## src/rtl/dma_pkg.sv

```systemverilog
// Shared types and default widths for the DMA-to-APB channel arbiter.
// The request struct is sized from the default widths below.
package dma_pkg;

    localparam int unsigned NREQ_DEF       = 4;
    localparam int unsigned APB_SVL_DEF    = 4;
    localparam int unsigned ADDR_W_DEF     = 16;
    localparam int unsigned DATA_W_DEF     = 16;
    localparam int unsigned MAX_RD_OUT_DEF = 8;
    localparam int unsigned SEL_W_DEF      = $clog2(APB_SVL_DEF);

    typedef enum logic [1:0] {
        IDLE,
        BUSY,
        ABORT
    } arb_state_t;

    typedef struct packed {
        logic                  write;
        logic [SEL_W_DEF-1:0]  sel;
        logic [DATA_W_DEF-1:0] data;
        logic [ADDR_W_DEF-1:0] addr;
    } apb_req_t;

endpackage

```

## src/rtl/dma_apb_tag_fifo.sv

```systemverilog
// Synchronous FIFO holding the requester index of every outstanding read.
// The head is visible combinationally, so the pop takes effect in the same cycle.
module dma_apb_tag_fifo #(
    parameter int unsigned DEPTH = 8,
    parameter int unsigned WIDTH = 2
) (
    input  logic                     aclk,
    input  logic                     areset,
    input  logic                     i_clear,
    input  logic                     i_push,
    input  logic [WIDTH-1:0]         i_data,
    input  logic                     i_pop,
    output logic [WIDTH-1:0]         o_data,
    output logic                     o_empty,
    output logic [$clog2(DEPTH):0]   o_count
);

    localparam int unsigned PW = $clog2(DEPTH);

    logic [WIDTH-1:0] r_mem [DEPTH];
    logic [PW-1:0]    r_wr_ptr;
    logic [PW-1:0]    r_rd_ptr;
    logic [PW:0]      r_count;

    always_ff @(posedge aclk) begin
        if (i_push) begin
            r_mem[r_wr_ptr] <= i_data;
        end
    end

    always_ff @(posedge aclk) begin
        if (areset || i_clear) begin
            r_wr_ptr <= '0;
            r_rd_ptr <= '0;
            r_count  <= '0;
        end else begin
            if (i_push) begin
                r_wr_ptr <= r_wr_ptr + 1'b1;
            end
            if (i_pop) begin
                r_rd_ptr <= r_rd_ptr + 1'b1;
            end
            if (i_push && !i_pop) begin
                r_count <= r_count + 1'b1;
            end else if (i_pop && !i_push) begin
                r_count <= r_count - 1'b1;
            end
        end
    end

    assign o_data  = r_mem[r_rd_ptr];
    assign o_empty = (r_count == '0);
    assign o_count = r_count;

endmodule

```

## src/rtl/dma_apb_arbiter.sv

```systemverilog
// Round-robin arbiter sharing one APB request/response FIFO pair between NREQ DMA
// requesters; grants are held per burst and read data is routed back by tag.
module dma_apb_arbiter
    import dma_pkg::*;
#(
    parameter int unsigned NREQ           = NREQ_DEF,
    parameter int unsigned APB_SVL        = APB_SVL_DEF,
    parameter int unsigned APB_ADDR_WIDTH = ADDR_W_DEF,
    parameter int unsigned APB_DATA_WIDTH = DATA_W_DEF,
    parameter int unsigned MAX_RD_OUT     = MAX_RD_OUT_DEF
) (
    input  logic                                 aclk,
    input  logic                                 areset,
    input  logic                                 aenable,
    input  logic                                 i_abort,
    input  logic [NREQ-1:0]                      i_req_valid,
    input  logic [NREQ-1:0]                      i_req_last,
    input  logic [NREQ-1:0]                      i_req_write,
    input  logic [NREQ*$clog2(APB_SVL)-1:0]      i_req_sel,
    input  logic [NREQ*APB_DATA_WIDTH-1:0]       i_req_data,
    input  logic [NREQ*APB_ADDR_WIDTH-1:0]       i_req_addr,
    output logic [NREQ-1:0]                      o_req_ready,
    output logic [NREQ-1:0]                      o_rsp_valid,
    output logic [APB_DATA_WIDTH-1:0]            o_rsp_data,
    output logic                                 o_wr_valid,
    output logic                                 o_write,
    output logic [$clog2(APB_SVL)-1:0]           o_sel,
    output logic [APB_DATA_WIDTH-1:0]            o_data,
    output logic [APB_ADDR_WIDTH-1:0]            o_addr,
    input  logic                                 i_wr_full,
    input  logic                                 i_rd_empty,
    input  logic [APB_DATA_WIDTH-1:0]            i_data,
    output logic                                 o_rd_valid,
    output logic                                 o_abort
);

    localparam int unsigned SW = $clog2(APB_SVL);
    localparam int unsigned GW = $clog2(NREQ);
    localparam int unsigned CW = $clog2(MAX_RD_OUT) + 1;

    arb_state_t          r_state, w_state_nxt;
    logic [GW-1:0]       r_rr_ptr, w_rr_nxt;
    logic [GW-1:0]       r_grant, w_grant_nxt;
    logic                r_abort;
    logic [GW-1:0]       w_pick, w_idx;
    logic                w_found;
    logic                w_act, w_accept, w_room, w_rsp_pop, w_tag_empty, w_tag_clear;
    logic [GW-1:0]       w_tag;
    logic [CW-1:0]       w_rd_cnt;
    apb_req_t            w_req;

    logic [SW-1:0]             w_sel_arr  [NREQ];
    logic [APB_DATA_WIDTH-1:0] w_data_arr [NREQ];
    logic [APB_ADDR_WIDTH-1:0] w_addr_arr [NREQ];

    for (genvar gi = 0; gi < NREQ; gi++) begin : g_unpack
        assign w_sel_arr[gi]  = i_req_sel[gi*SW +: SW];
        assign w_data_arr[gi] = i_req_data[gi*APB_DATA_WIDTH +: APB_DATA_WIDTH];
        assign w_addr_arr[gi] = i_req_addr[gi*APB_ADDR_WIDTH +: APB_ADDR_WIDTH];
    end

    always_comb begin
        w_req.write = i_req_write[r_grant];
        w_req.sel   = w_sel_arr[r_grant];
        w_req.data  = w_data_arr[r_grant];
        w_req.addr  = w_addr_arr[r_grant];
    end

    assign w_act       = aenable && !areset;
    assign w_tag_clear = aenable && (r_state == ABORT);
    assign w_rsp_pop   = w_act && (r_state != ABORT) && !i_rd_empty && !w_tag_empty;
    // A response retiring this cycle frees a slot for a read issued in the same cycle.
    assign w_room      = (w_rd_cnt < CW'(MAX_RD_OUT)) || w_rsp_pop;
    assign w_accept    = w_act && (r_state == BUSY) && !i_abort && i_req_valid[r_grant]
                         && !i_wr_full && (w_req.write || w_room);

    always_comb begin
        w_pick  = r_rr_ptr;
        w_found = 1'b0;
        w_idx   = '0;
        for (int unsigned i = 0; i < NREQ; i++) begin
            w_idx = GW'((32'(r_rr_ptr) + i) % NREQ);
            if (!w_found && i_req_valid[w_idx]) begin
                w_pick  = w_idx;
                w_found = 1'b1;
            end
        end
    end

    always_comb begin
        w_state_nxt = r_state;
        w_rr_nxt    = r_rr_ptr;
        w_grant_nxt = r_grant;
        if (i_abort) begin
            w_state_nxt = ABORT;
        end else begin
            case (r_state)
                IDLE: begin
                    if (w_found) begin
                        w_state_nxt = BUSY;
                        w_grant_nxt = w_pick;
                    end
                end
                BUSY: begin
                    if (w_accept && i_req_last[r_grant]) begin
                        w_state_nxt = IDLE;
                        w_rr_nxt    = (r_grant == GW'(NREQ - 1)) ? '0 : r_grant + 1'b1;
                    end
                end
                default: w_state_nxt = IDLE;
            endcase
        end
    end

    always_ff @(posedge aclk) begin
        if (areset) begin
            r_state  <= IDLE;
            r_rr_ptr <= '0;
            r_grant  <= '0;
            r_abort  <= 1'b0;
        end else if (aenable) begin
            r_state  <= w_state_nxt;
            r_rr_ptr <= w_rr_nxt;
            r_grant  <= w_grant_nxt;
            r_abort  <= i_abort;
        end
    end

    dma_apb_tag_fifo #(
        .DEPTH (MAX_RD_OUT),
        .WIDTH (GW)
    ) u_tag_fifo (
        .aclk    (aclk),
        .areset  (areset),
        .i_clear (w_tag_clear),
        .i_push  (w_accept && !w_req.write),
        .i_data  (r_grant),
        .i_pop   (w_rsp_pop),
        .o_data  (w_tag),
        .o_empty (w_tag_empty),
        .o_count (w_rd_cnt)
    );

    always_comb begin
        o_req_ready          = '0;
        o_req_ready[r_grant] = w_accept;
        o_rsp_valid          = '0;
        o_rsp_valid[w_tag]   = w_rsp_pop;
        o_rsp_data           = w_rsp_pop ? i_data : '0;
        o_wr_valid           = w_accept;
        o_write              = areset ? 1'b0 : w_req.write;
        o_sel                = areset ? '0 : w_req.sel;
        o_data               = areset ? '0 : w_req.data;
        o_addr               = areset ? '0 : w_req.addr;
        o_rd_valid           = w_rsp_pop || (w_act && (r_state == ABORT) && !i_rd_empty);
        o_abort              = r_abort;
    end

endmodule
```

## config.mk

```make
export PLATFORM = sky130hd
export DESIGN_NAME = dma_apb_arbiter
export DESIGN_NICKNAME = d
export VERILOG_FILES = /design/src/rtl/dma_pkg.sv /design/src/rtl/dma_apb_tag_fifo.sv /design/src/rtl/dma_apb_arbiter.sv
export SDC_FILE = /design/constraint.sdc
export NUM_CORES = 1
export LEC_CHECK = 0
export ABC_AREA = 1
export BUFFER_PORTS_ARGS = -buffer_cell sky130_fd_sc_hd__buf_2
export CORE_MARGIN = 2
export CORE_UTILIZATION = 47
export DETAILED_ROUTE_END_ITERATION = 8
export GPL_TIMING_DRIVEN = 0
export PLACE_DENSITY = 0.95
export RECOVER_POWER = 25
export SLEW_MARGIN = 20
export SYNTH_ARGS = -nofsm -noshare
export SYNTH_HDL_FRONTEND = slang
export SYNTH_HIERARCHICAL = 1
export SYNTH_SLANG_ARGS = --single-unit
```

## constraint.sdc

```tcl
create_clock -name aclk -period 6.02 [get_ports aclk]
set_input_delay 0.903 -clock aclk [delete_from_list [all_inputs] [get_ports aclk]]
set_output_delay 0.903 -clock aclk [all_outputs]
set_load 0.005 [all_outputs]
```

==> reports/results.txt <==
count of non-filler cells in the finished layout -> 952
Final setup viols -> 0
run status -> completed
post-synthesis net count -> 793
Placeable Area -> 7290 sq um
pwr dens -> 141 nW/um^2
CP startpoint -> areset
Synth Cell Area -> 3560 sq um
Setup Buffers After CTS -> 0
CTS Hold Buffers Added -> 0
# IOs -> 232
clock root buffer -> clkbuf_8
area leader, netlist -> nor2_1
PortBufs -> 231
Initial Util -> 48.8%
Final nets -> 1031
critical path endpoint -> u_tag_fifo/o_count[3]
Max Freq -> 250 MHz
die height -> 91.0 um
initial antenna violation count -> 1
worst path bufs/invs -> 8
min Tclk post-route -> 4.00 ns
worst path cell trace -> clkbuf_1 > clkbuf_1 > clkinvlp_2 > nand2_1 > nor2_1 > nand2_1 > clkbuf_1 > inv_1 > inv_1 > ha_1 > inv_1 > ha_1 > or2_2 > nand3_1 > nand3_1 > nand2_1 > inv_1
RSZ-0062 raised after global routing -> false
Routed Antenna Nets -> 0
CP delay by family, top -> buffers and inverters
Via Count -> 4864
Hold WC Path Type -> flop to flop
Worst path depth -> 17
gate count after technology mapping -> 613
number of global-route vias before repair -> 4465
busiest grt layer -> met2
LEAKAGE -> 2.66 nW
WHS -> 0.499 ns
Worst Path Max Fanout -> 10
sequential share of the synthesized area -> 24.8%
post-synthesis cell type count -> 38
startpoint class of the critical path -> input port
die area -> 8280 sq um
Top cell by count, worst path -> inv_1
slew margin rel. -> 59.6%
setup TNS -> 0 ns
WL final -> 13.5 mm
Vias/cell -> 5.11
CTS Buffer Depth -> 2
measured slew at the worst slew-check pin -> 0.606 ns
grt met2 use -> 57.6%
number of cell rows -> 31
slowest cell on the critical path -> clkbuf_1
Hold Vio Cnt, Final -> 0
Reg2Reg Capture Point -> u_tag_fifo/o_count[3]
R2R cell count -> 18
FFs w/ async S/R, synth -> 0%
clock slew at reported path FFs -> 0.07 ns
# DRC -> 0
critical path arrival -> 4.19 ns
Final Wtd Congestion -> 0.952
# Max-Cap Violations -> 0
met3 Track Usage GR -> 5.23%
DIE WIDTH -> 91.0 um
total power -> 689 uW
Skew-Pair Late Insertion Delay -> 0.29 ns
Post-synth EDFFs -> 16
TritonCTS buffer count -> 5
Post-CTS Resized -> 0
Num Clock Sinks -> 36
synthesized area per cell -> 5.80 sq um
Area contributors post-synth -> nor2_1, edfxtp_1, dfxtp_1
CP required -> 6.21 ns
CP Capture Type -> flop
global-route wire length before repair -> 20.9 mm
Slew Limit Fails -> 0
fillers -> 694
GRT Total Usage -> 31.4%
most common cell after layout, fill and taps aside -> buf_2
TritonCTS clock tree -> built
initial DRC count -> 339
met1 usage -> 35.1%
htree depth -> 2
Ys Warns -> 6
peak supply drop -> 0.0000776 V
clk_skew -> 0.00266 ns
Final Cycle Share -> 66.4%
Layout area overhead -> 37.7%
reg-to-reg critical path startpoint -> r_grant[0]
share of the synthesized area in the top cell type -> 21.7%
drt pass-1 iters -> 5
CP Class -> input port to flop
share of layout cells above drive strength 1 -> 32.5%
placed cells -> 943
synthesized flop and latch total -> 36
ys flop type -> dfxtp_1
most frequent cells in the layout -> buf_2, nor2_1, nand2_1
GRT overflow -> 0
Wirelength per Cell -> 14.1 um
hpwl dp -> 10.9 mm
CP max stage delay -> 0.48 ns
largest net degree at the start of global routing -> 15
FF-to-FF setup slack -> 2.91 ns
-- kinds of logic after synthesis --
logic type,Yosys count,synth area share (%)
buffers and inverters,90,11.3
flip-flops,36,24.8
AO/OA/AOI/OAI,131,18.8
XOR/XNOR,4,0.985
adder cells (fa/ha/maj),10,3.73
AND/OR/NAND/NOR,342,40.4
-- flip-flops by register name, indices dropped and copies added (netlist names), named ones only --
| register | flops |
|---|---|
| u_tag_fifo/r_mem | 16 |
| r_state | 2 |
| o_abort | 1 |
| u_tag_fifo/r_rd_ptr | 3 |
| u_tag_fifo/o_count | 4 |
| u_tag_fifo/r_wr_ptr | 3 |
| r_rr_ptr | 2 |
| r_grant | 2 |
-- report_power, final --
part           switching, mW  internal, mW
sequential           0.00446         0.257
combinational          0.125        0.0982
clock                 0.0820         0.123
total                  0.211         0.478
-- cell usage after synthesis (2+ instances only) --
master,number
buf_6,5
buf_1,5
o21ai_1,13
buf_4,2
inv_2,7
nand2_1,87
dfxtp_1,20
buf_2,10
inv_1,48
clkbuf_1,12
nor2_1,206
xor2_1,3
o21ai_0,70
nand2_2,8
edfxtp_1,16
nor2_2,2
ha_1,9
a21oi_1,45
nor3_1,5
nand3_1,20
nand3_2,3
-- worst register-to-register path: cells and delay by family (launching register included) --
family	cells	cell delay, ns
adder cells (fa/ha/maj)	2	0.52
buffers and inverters	6	0.62
flip-flops	1	0.65
AND/OR/NAND/NOR	10	1.23
-- worst min-delay path by stage --
| stage | start | cells after the start | end |
|---|---|---|---|
| 5_1_grt | u_tag_fifo/r_rd_ptr[1] | 2 | flop |
| 4_1_cts | u_tag_fifo/r_rd_ptr[1] | 2 | u_tag_fifo/r_rd_ptr[1] |
| 6_report | u_tag_fifo/r_rd_ptr[1] | 2 | u_tag_fifo/r_rd_ptr[1] |
| 3_3_place_gp | u_tag_fifo/r_rd_ptr[1] | 2 | u_tag_fifo/r_rd_ptr[1] |
| 2_1_floorplan | u_tag_fifo/r_rd_ptr[1] | 2 | flop |
| 3_5_place_dp | u_tag_fifo/r_rd_ptr[1] | 2 | flop |
-- layout make-up --
cell class / instances / area, sq um / share of cell area (%)
timing repair buffer: 231 / 1150 / 23.6
clock inverter: 2 / 35.0 / 0.716
antenna: 1 / 2.50 / 0.0511
tap: 99 / 124 / 2.53
multi-input combinational: 487 / 2240 / 45.7
buffer: 34 / 178 / 3.63
sequential: 36 / 881 / 18.0
clock buffer: 6 / 72.6 / 1.48
inverter: 56 / 211 / 4.32
-- layer usage --
metal	share of wire, %	vias to the layer above
met1	36	2134
met2	51	267
met4	4.3	0
met5	0	-
li1	-	2423
met3	8.3	40
-- metrics by stage --
| step | setup WS [ns] | instance area, sq um | util, % |
|---|---|---|---|
| 2_1_floorplan | 3.12 | 3560 | - |
| 3_3_place_gp | 2.61 | 4840 | 66.3 |
| 3_5_place_dp | 2.54 | 4840 | 66.3 |
| 4_1_cts | 2.79 | 4940 | 67.8 |
| 5_1_grt | 1.72 | 4900 | 67.1 |
| 6_report | 2.02 | 4900 | 67.1 |
(Power assumes the default switching activity.)
